**config.mk**
```make
export PLATFORM = sky130hd
export DESIGN_NAME = press_counter_arbiter_flat
export DESIGN_NICKNAME = d
export VERILOG_FILES = /design/src/rtl/press_counter_arbiter_pkg.sv /design/src/rtl/press_counter_arbiter_if.sv /design/src/rtl/press_counter_arbiter_rr_arbiter.sv /design/src/rtl/press_counter_arbiter.sv /design/src/flat_wrapper.sv
export SDC_FILE = /design/constraint.sdc
export NUM_CORES = 1
export LEC_CHECK = 0
export CORE_UTILIZATION = 24
export DETAILED_ROUTE_END_ITERATION = 10
export GPL_ROUTABILITY_DRIVEN = 0
export PLACE_DENSITY_LB_ADDON = 0.15
export SETUP_SLACK_MARGIN = 0.02
export SYNTH_ARGS = -nofsm -noshare
export SYNTH_HDL_FRONTEND = slang
export SYNTH_SLANG_ARGS = --single-unit
```
**constraint.sdc**
```tcl
create_clock -name clk -period 4.5 [get_ports clk]
set_input_delay 0.9 -clock clk [delete_from_list [all_inputs] [get_ports clk]]
set_output_delay 0.9 -clock clk [all_outputs]
set_load 0.02 [all_outputs]
```
**src/rtl/press_counter_arbiter_pkg.sv**
```systemverilog
// press_counter_arbiter_pkg: shared FSM encoding and default constants for the press counter arbiter.
package press_counter_arbiter_pkg;
   typedef enum logic [1:0] {ST_IDLE = 2'd0, ST_GRANT = 2'd1, ST_COOL = 2'd2} state_t;
   localparam int DEF_MOD  = 5;
   localparam int DEF_COOL = 2;
endpackage

```
**src/rtl/press_counter_arbiter_if.sv**
```systemverilog
// press_counter_arbiter_if: button inputs and counter/grant outputs of the press counter arbiter.
interface press_counter_arbiter_if #(
   parameter int N_REQ = 4,
   parameter int CW    = 3,
   parameter int IW    = 2
);
   logic [N_REQ-1:0] req;
   logic [CW-1:0]    count;
   logic             trigger;
   logic [N_REQ-1:0] grant;
   logic [IW-1:0]    owner;
   logic             busy;
   logic             drop;
   modport master (output req, input count, trigger, grant, owner, busy, drop);
   modport slave  (input req, output count, trigger, grant, owner, busy, drop);
endinterface

```
**src/rtl/press_counter_arbiter_rr_arbiter.sv**
```systemverilog
// rr_arbiter: combinational round-robin pick of the first pending bit at or above ptr, wrapping.
module rr_arbiter #(
   parameter int N_REQ = 4,
   parameter int IW    = 2
) (
   input  logic [N_REQ-1:0] pending,
   input  logic [IW-1:0]    ptr,
   output logic [IW-1:0]    winner,
   output logic             valid
);
   logic [2*N_REQ-1:0] rot;
   assign rot = {pending, pending} >> ptr;
   // scan downward so the smallest offset from ptr is the last (winning) assignment
   always_comb begin
      winner = '0;
      valid = 1'b0;
      for (int k = N_REQ - 1; k >= 0; k--) begin
         if (rot[k]) begin
            winner = IW'((int'(ptr) + k) % N_REQ);
            valid = 1'b1;
         end
      end
   end
endmodule

```
**src/rtl/press_counter_arbiter.sv**
```systemverilog
// press_counter_arbiter: edge-detects N_REQ buttons, queues one press each and serves them
// round-robin into a shared mod-MOD counter with a cooldown gap between grants.
module press_counter_arbiter
   import press_counter_arbiter_pkg::*;
#(
   parameter int N_REQ = 4,
   parameter int MOD   = DEF_MOD,
   parameter int CW    = 3,
   parameter int COOL  = DEF_COOL,
   parameter int IW    = 2
) (
   input logic                    clk,
   input logic                    reset,
   press_counter_arbiter_if.slave bus
);
   localparam int CDW = (COOL > 1) ? $clog2(COOL) : 1;
   state_t           state;
   logic [N_REQ-1:0] req_prev;
   logic [N_REQ-1:0] pending;
   logic [IW-1:0]    rr;
   logic [CDW-1:0]   cooldown;
   logic [IW-1:0]    winner;
   logic             valid;
   logic [N_REQ-1:0] rise;
   logic [N_REQ-1:0] onehot;
   logic [N_REQ-1:0] clr;
   logic [CW-1:0]    count_n;
   rr_arbiter #(.N_REQ(N_REQ), .IW(IW)) u_arb (
      .pending(pending),
      .ptr(rr),
      .winner(winner),
      .valid(valid)
   );
   assign rise    = bus.req & ~req_prev;
   assign onehot  = N_REQ'(1) << winner;
   assign clr     = (state == ST_IDLE && valid) ? onehot : '0;
   assign count_n = (bus.count == CW'(MOD - 1)) ? '0 : bus.count + CW'(1);
   // a rise on a bit cleared this cycle is a fresh press, so only uncleared pending bits merge
   always_ff @(posedge clk or negedge reset) begin
      if (!reset) begin
         state       <= ST_IDLE;
         req_prev    <= '0;
         pending     <= '0;
         rr          <= '0;
         cooldown    <= '0;
         bus.count   <= '0;
         bus.trigger <= 1'b0;
         bus.grant   <= '0;
         bus.owner   <= '0;
         bus.busy    <= 1'b0;
         bus.drop    <= 1'b0;
      end else begin
         req_prev  <= bus.req;
         pending   <= (pending & ~clr) | rise;
         bus.drop  <= |(rise & pending & ~clr);
         bus.grant <= '0;
         case (state)
            ST_IDLE: if (valid) begin
               bus.grant   <= onehot;
               bus.owner   <= winner;
               bus.count   <= count_n;
               bus.trigger <= (count_n == CW'(MOD - 1));
               rr          <= (winner == IW'(N_REQ - 1)) ? '0 : winner + IW'(1);
               bus.busy    <= 1'b1;
               state       <= ST_GRANT;
            end
            ST_GRANT: if (COOL > 0) begin
               cooldown <= CDW'(COOL - 1);
               state    <= ST_COOL;
            end else begin
               bus.busy <= 1'b0;
               state    <= ST_IDLE;
            end
            ST_COOL: if (cooldown == '0) begin
               bus.busy <= 1'b0;
               state    <= ST_IDLE;
            end else begin
               cooldown <= cooldown - CDW'(1);
            end
            default: state <= ST_IDLE;
         endcase
      end
   end
endmodule

```
**src/flat_wrapper.sv**
```systemverilog
// flat-port wrapper written by rule: the top's interface ports become plain ports
module press_counter_arbiter_flat import press_counter_arbiter_pkg::*;
#(
   parameter int N_REQ = 4,
   parameter int MOD   = DEF_MOD,
   parameter int CW    = 3,
   parameter int COOL  = DEF_COOL,
   parameter int IW    = 2
)
  (clk, reset, bus_req, bus_count, bus_trigger, bus_grant, bus_owner, bus_busy, bus_drop);
  press_counter_arbiter_if #(.N_REQ(N_REQ), .CW(CW), .IW(IW)) bus_i ();
  input logic clk;
  input logic reset;
  input wire logic [$bits(bus_i.req)-1:0] bus_req;
  output wire logic [$bits(bus_i.count)-1:0] bus_count;
  output wire logic [$bits(bus_i.trigger)-1:0] bus_trigger;
  output wire logic [$bits(bus_i.grant)-1:0] bus_grant;
  output wire logic [$bits(bus_i.owner)-1:0] bus_owner;
  output wire logic [$bits(bus_i.busy)-1:0] bus_busy;
  output wire logic [$bits(bus_i.drop)-1:0] bus_drop;
  assign bus_i.req = bus_req;
  assign bus_count = bus_i.count;
  assign bus_trigger = bus_i.trigger;
  assign bus_grant = bus_i.grant;
  assign bus_owner = bus_i.owner;
  assign bus_busy = bus_i.busy;
  assign bus_drop = bus_i.drop;
  press_counter_arbiter #(.N_REQ(N_REQ), .MOD(MOD), .CW(CW), .COOL(COOL), .IW(IW)) u_core (.clk(clk), .reset(reset), .bus(bus_i));
endmodule
```
==> results of run 1 <==
-- synth_stat cells, types with 3 or more instances --
| cell type | count |
|---|---|
| dfrtp_1 | 25 |
| o21ai_0 | 4 |
| nand2_1 | 19 |
| nor2_1 | 4 |
| o22ai_1 | 3 |
| o21ai_1 | 3 |
| and2_1 | 3 |
| a21oi_1 | 8 |
| nand2b_1 | 4 |
| inv_1 | 11 |
| ha_1 | 9 |
-- how the worst max path moves through the flow --
stage	to	slack, ps	depth (start not counted)
after floorplan	u_core.bus.drop$_DFF_PN0_	2730	9
after global placement	u_core.pending[0]$_DFF_PN0_	2200	1
after detailed placement	u_core.req_prev[0]$_DFF_PN0_	2190	1
after CTS	bus_count[2]	2270	1
after global routing	bus_count[2]	2230	1
final	bus_count[2]	2290	1
-- power by group --
part / switching, mW / total [mW] / internal [mW] / leakage [nW]
registers: 0.0778 / 0.386 / 0.309 / 0.296
clock network: 0.0675 / 0.131 / 0.0633 / 0.0228
logic: 0.293 / 0.513 / 0.220 / 0.354
-- registers in the layout, summed over array words and instances, names as in the netlist --
| signal | flops |
|---|---|
| u_core.bus.busy | 1 |
| u_core.bus.count | 3 |
| u_core.req_prev | 4 |
| u_core.pending | 4 |
| u_core.bus.owner | 2 |
| u_core.bus.trigger | 1 |
| u_core.state | 2 |
| u_core.bus.drop | 1 |
| u_core.cooldown | 1 |
| u_core.bus.grant | 4 |
| u_core.rr | 2 |
-- stage by stage --
stage                     setup slack (ps)  hold WS (ps)
after floorplan                       2732         426.0
after global placement                2201         436.8
after detailed placement              2185         465.0
after CTS                             2275         477.4
after global routing                  2231         511.2
final                                 2291         472.5
-- metal layers --
layer | share of wire | track usage
met1 | 0.49 | 0.1324
met2 | 0.44 | 0.1457
met3 | 0.050 | 0.03472
met4 | 0.011 | 0.02614
met5 | 0 | 0
-- area by class of cell --
cell class / instances / area, um2 / share of cell area
multi-input combinational: 72 / 481.7 / 0.3319
sequential: 25 / 625.6 / 0.4310
inverter: 12 / 45.04 / 0.03103
timing repair buffer: 17 / 170.2 / 0.1172
clock buffer: 4 / 45.04 / 0.03103
tap: 67 / 83.83 / 0.05776
-- logic make-up (layout without fill, tap and decap cells) --
family | after synthesis | after routing | share of synthesized area
buf+inv | 15 | 33 | 0.05549
simple gates | 35 | 35 | 0.1526
compound gates | 27 | 27 | 0.1537
fa+ha+maj | 9 | 9 | 0.09605
mux | 1 | 1 | 0.008538
flops | 25 | 25 | 0.5336
-- cell usage in the layout, fill, tap and decap left out, types with 3 or more instances in the layout --
cell,count
dfrtp_1,25
nand2_1,19
clkdlybuf4s50_1,17
inv_1,11
ha_1,9
a21oi_1,8
nand2b_1,4
o21ai_0,4
nor2_1,4
o22ai_1,3
and2_1,3
o21ai_1,3
clkbuf_8,3
==> summary.md, run 1 <==
Once the clock tree was built, the setup fixing pass inserted 0 buffers. After detailed placement, the total cell area comes to 1406 um2. The worst hold path belongs to the class flop to flop.

The top cell family by delay on the critical path was buffers and inverters. The number of nets produced by synthesis is 127. Entering global routing, the biggest net connects 26 pins. In the final timing run, aggregate negative setup slack is 0 ps.

The leakage power of the design came out at 0.6726 nW. The logs give 0.5336 for the portion of the post-synthesis area used by sequential elements and 0 for the number of antenna repair diodes. The total of cells resized after clock tree synthesis was 0. In this run the deepest clock path goes through 2 buffers. The tools report the initial antenna violation count as 0. Measured along the y axis, the die boundary spans 71.89 um.

Overall power consumption after layout is estimated at 1.031 mW. The tree is rooted in a clkbuf_8. The initialized floorplan defines 25 standard-cell rows. The number of buffers and inverters on the critical path is 1, and the final HPWL from detailed placement is 1.572 mm. The signed area change from the synthesized netlist to the final layout is 23.80%.

The finished cells cover 1451 um2. Post-route antenna net violation count: 0. The TritonCTS sink count was 25; the CTS buffer count was 3. For the number of synthesis warnings, the log shows 0. For the final cell count without fillers, the log shows 197.

In this run the most critical hold path is launched from u_core.req_prev[3]$_DFF_PN0_. The startpoint identified for the worst register-to-register timing path is u_core.pending[0]$_DFF_PN0_. The logs give 5168 um2 for the full die area and 3600 ps for the required time of the worst setup path. In the synthesized netlist the dominant register cell turns out to be dfrtp_1. The critical path class was flop to primary output. During I/O placement, the number of pins put on the boundary was 18.

In this run the critical register-to-register path is captured at u_core.bus.drop$_DFF_PN0_. For the overall routed net length, the log shows 2.162 mm. After detailed routing, the average wire length per cell comes to 10.97 um. In this run the register-to-register setup slack is 2430 ps. The post-synthesis register bit count works out to 25.

After the first detailed-routing iteration, the DRC count stood at 39. The starting density of the core is 0.2482. Fill cells in the final layout number 502. After synthesis, the cell types taking the most area are dfrtp_1, ha_1, nand2_1. For the worst-skew pair, the clock arrives at the later sink with an insertion delay of 270 ps.

The worst path in the final design needs a cycle of 2209 ps, including I/O delays and setup. The power density normalized to cell area was 710.0 nW/um2; the depth of the worst register-to-register path was 9. Sort of element at the end of the critical path: a primary output. The share of post-route cells with drive strength above 1 is 0.06154. The routed layout has 821 vias. TritonCTS built the clock tree. The largest total area in the synthesized netlist belongs to dfrtp_1. Detailed-route DRC error count: 0. In this run the worst path has a maximum fanout of 5.

Clock-pin slew was measured on the worst setup and hold paths at 80 ps. Setup repair after global routing left no endpoint under its margin. The via density per instance was 4.168. The area inside the core boundary is 4723 um2, and the headroom to the max-slew limit is 0.2524. The depth of the worst hold-timing path came out at 1.

For the number of endpoints failing setup at the final stage, the log shows 0. Startpoint of the most critical setup path: u_core.bus.count[2]$_DFFE_PN0N_. The nature of the critical path startpoint was a flop. The tools report the count of pins over their slew limit as 0.

The number of synthesized flops with an enable pin was 0. The final cycle utilization of the critical path was 0.4909. The capture endpoint of the worst hold path is u_core.pending[3]$_DFF_PN0_. The mapped netlist covers 1172 um2. After technology mapping, the gate count stands at 112.

The critical path goes through clkdlybuf4s50_1. At the pin with the least slew margin, the transition time is 1118 ps. The delay contributed by the slowest stage of the critical path is 620 ps.

Across the VDD grid, the largest voltage drop is 219.8 uV. The final cell utilization of the core is 0.3073. The tool flagged a number of max-cap violations equal to 0. The data arrival at the endpoint of the critical path was 1310 ps; the mean instance size in the synthesized netlist was 10.47 um2. The async set or reset register ratio after synthesis was 1.000; the quantity of I/O buffers inserted on ports was 17.

The number of iterations in the first detailed-routing pass was 4. The first global-routing pass estimated 3.864 mm of wire. Count of nets after finishing: 146. The area share of the largest cell type after synthesis came out at 0.5336. The run gives 1 as the depth of the CTS H-tree. For this design, the CTS-stage hold fixing added 0 buffers. The flow ran to the end, and the final reports show no timing, DRC or antenna violations. The tools report the final global-route overflow total as 0. Including well taps, the total number of placed cells is 193.

Maximum clock frequency: 452.7 MHz. The total global routing track utilization was 0.09688. From left edge to right edge, the die measures 71.89 um. For the total count of hold-check failures in the final report, the log shows 0. The number of distinct standard cells referenced by the synthesized netlist was 30.

The number of global-route vias before repair was 810. On the critical path, the stage with the largest delay is an instance of clkdlybuf4s50_1. On the final layout, the worst clock skew is 5.096 ps.
Note: power is estimated with default switching activity, not from simulation.
==> inputs of run 2 (changes only) <==
==> constraint.sdc (replaced) <==
create_clock -name clk -period 2.1 [get_ports clk]
set_input_delay 0.42 -clock clk [delete_from_list [all_inputs] [get_ports clk]]
set_output_delay 0.42 -clock clk [all_outputs]
set_load 0.02 [all_outputs]
==> summary.md, run 2 (synthesized netlist as in run 1, its figures left out) <==
The flow ran to the end, and the final reports show no timing, DRC or antenna violations. The number of design-rule violations left by the first detailed-router iteration came out at 25 (was 39). The most common cell after layout, fill and taps aside is dfrtp_1 (unchanged).

The total count of hold-check failures in the final report came out at 0 (unchanged). The slew of the pin with the lowest slew margin came out at 430.0 ps (was 1118 ps). The maximum clock frequency is 536.1 MHz. For the worst-case clock buffer depth, the log shows 2 (unchanged). CTS buffer count: 3 (unchanged). The final HPWL from detailed placement was 1.624 mm (was 1.572 mm). The vias after detailed routing was 819 (was 821).

The wire length of the first global-routing pass is 3.815 mm (was 3.864 mm). The area inside the core boundary is 4723 um2 (unchanged), and the power density normalized to cell area is 1523 nW/um2 (was 710.0 nW/um2). The logs give 2040 ps (was 1310 ps) for the data arrival at the endpoint of the critical path and 0 (unchanged) for the detailed-route DRC error count. The run gives 25 (unchanged) as the row count. The post-route clock skew is 1.365 ps (was 5.096 ps), and the number of global-route vias before repair is 811 (was 810). The logs give 26 (unchanged) for the pin count of the biggest net entering global routing and 0 (unchanged) for the number of maximum-capacitance violations. The origin of the critical flop-to-flop path is u_core.pending[0]$_DFF_PN0_ (unchanged). The total negative setup slack is 0 ps (unchanged).

The quantity of I/O buffers inserted on ports is 17 (unchanged), and the post-route antenna net violation count is 0 (unchanged). The depth of the worst hold-timing path is 1 (unchanged), and the multi-input gate area in the final layout is 481.7 um2 (unchanged). The nature of the critical path startpoint was a flop (unchanged). The run gives 200 (was 197) as the final cell count without fillers. Setup repair after global routing left no endpoint under its margin. The run gives 1 (unchanged) as the depth of the CTS H-tree. The clock insertion delay at the later pin of the skew report was 260 ps (was 270 ps); the leakage power of the design was 0.6871 nW (was 0.6726 nW). The instance count after placement with tap cells included came out at 196 (was 193). The headroom to the max-slew limit is 0.7112 (was 0.2524), and the count of nets after finishing is 149 (was 146). The TritonCTS sink count is 25 (unchanged). TritonCTS built the clock tree.

The tools report the total of cells resized after clock tree synthesis as 0 (unchanged). Clock root buffer: clkbuf_8 (unchanged). The die height came out at 71.89 um (unchanged). The I/O pin count was 18 (unchanged); the average wire per standard cell was 10.70 um (was 10.97 um). For the full die area, the log shows 5168 um2 (unchanged). Leading cell types in the layout, fill and taps excluded: dfrtp_1, nand2_1, clkdlybuf4s50_1 (unchanged). The worst hold margin is 457.3 ps (was 472.5 ps), and the final cycle utilization of the critical path is 0.8883. The logs give 228.6 ps (was 2185 ps) for the worst slack after detailed placement and 0 (unchanged) for the post-cts hold buffer count.

For the fill cell total of the finished layout, the log shows 488 (was 502). The die width is 71.89 um (unchanged). The startpoint of the lowest-slack hold path was u_core.req_prev[3]$_DFF_PN0_ (unchanged). The required time of the worst setup path came out at 2280 ps (was 3600 ps). The total setup buffers inserted after CTS was 0 (unchanged); the number of iterations in the first detailed-routing pass was 4 (unchanged). After layout, the minimum clock period comes to 1865 ps. For the register-to-register path setup slack, the log shows 230 ps (was 2430 ps).

For the total area of sequential cells, the log shows 625.6 um2 (unchanged). The critical path class is flop to flop (was flop to primary output). The class of the tightest hold or removal check is flop to flop (unchanged).

The tools report the number of endpoints failing setup at the final stage as 0 (unchanged). For the initial antenna violation count, the log shows 0 (unchanged). The share of post-route cells with drive strength above 1 was 0.08271 (was 0.06154); the number of antenna repair diodes was 0 (unchanged). The overall routed net length is 2.140 mm (was 2.162 mm). The tools report the starting density of the core as 0.2482 (unchanged). Sort of element at the end of the critical path: a flop (was a primary output).

The least setup slack across all paths after layout came out at 234.6 ps (was 2291 ps). The clock-pin slew of the registers on the worst-case setup and hold paths was 80 ps (about the same). The signed area change from the synthesized netlist to the final layout is 25.72% (was 23.80%), and the total global routing track utilization is 0.09575 (was 0.09688). The tools report the final global-route overflow total as 0 (unchanged).

The tools report the overall power as 2.245 mW (was 1.031 mW). Largest registers: u_core.bus.grant x4, u_core.pending x4, u_core.req_prev x4 (unchanged). The count of pins over their slew limit is 0 (unchanged), and the via density per instance is 4.095 (was 4.168).

Capture endpoint of the worst hold path: u_core.pending[3]$_DFF_PN0_ (unchanged). For the largest vdd supply drop, the log shows 537.1 uV (was 219.8 uV). The highest fanout seen on the critical path works out to 6 (was 5).

Worst reg2reg path endpoint: u_core.bus.drop$_DFF_PN0_ (unchanged). The depth of the worst register-to-register path came out at 9 (unchanged).
==> run 2: where the power goes <==
part	internal, mW	leakage (nW)	total (mW)	switching, mW
registers	0.661	0.296	0.825	0.163
logic	0.506	0.368	1.14	0.633
clock network	0.135	0.0228	0.281	0.145
total	1.30	0.687	2.25	0.942
==> run 2: per-stage QoR <==
step                  util  area (um2)
finish              0.3121        1474
global route        0.3121        1474
CTS                 0.3121        1474
detailed placement  0.3025        1429
global placement    0.3025        1429
floorplan                -        1172
==> run 2: final cells by class <==
cell class,count,area share
clock buffer,4,0.03056
inverter,12,0.03056
multi-input combinational,72,0.3268
sequential,25,0.4244
tap,67,0.05688
timing repair buffer,20,0.1307
==> run 2: worst max path at each step <==
stage,start,end,slack [ps],cells after the start
finish,u_core.pending[0]$_DFF_PN0_,u_core.bus.drop$_DFF_PN0_,230,9
global placement,u_core.pending[0]$_DFF_PN0_,u_core.bus.drop$_DFF_PN0_,270,9
floorplan,u_core.pending[0]$_DFF_PN0_,u_core.bus.drop$_DFF_PN0_,330,9
global route,u_core.pending[0]$_DFF_PN0_,u_core.bus.drop$_DFF_PN0_,40,9
CTS,u_core.pending[0]$_DFF_PN0_,u_core.bus.drop$_DFF_PN0_,210,9
detailed placement,u_core.pending[0]$_DFF_PN0_,u_core.bus.drop$_DFF_PN0_,230,9
==> run 2: worst max-delay path: stages (launching register included) <==
cell and delay, ps:
dfrtp_1 480, a21oi_1 100, o21a_1 170, o22ai_1 190, inv_1 100, ha_1 200
nand2_1 100, nand2_1 80, o32a_1 290, o221ai_1 70
==> run 2: layer usage <==
layer  wire (um)  vias up  global-route usage  share of wire
met2         988       17              0.1530           0.46
met3          95        2             0.03056          0.044
li1            -      413                   -              -
met5           0        -                   0              0
met1        1030      387              0.1229           0.48
met4          25        0             0.03268          0.012
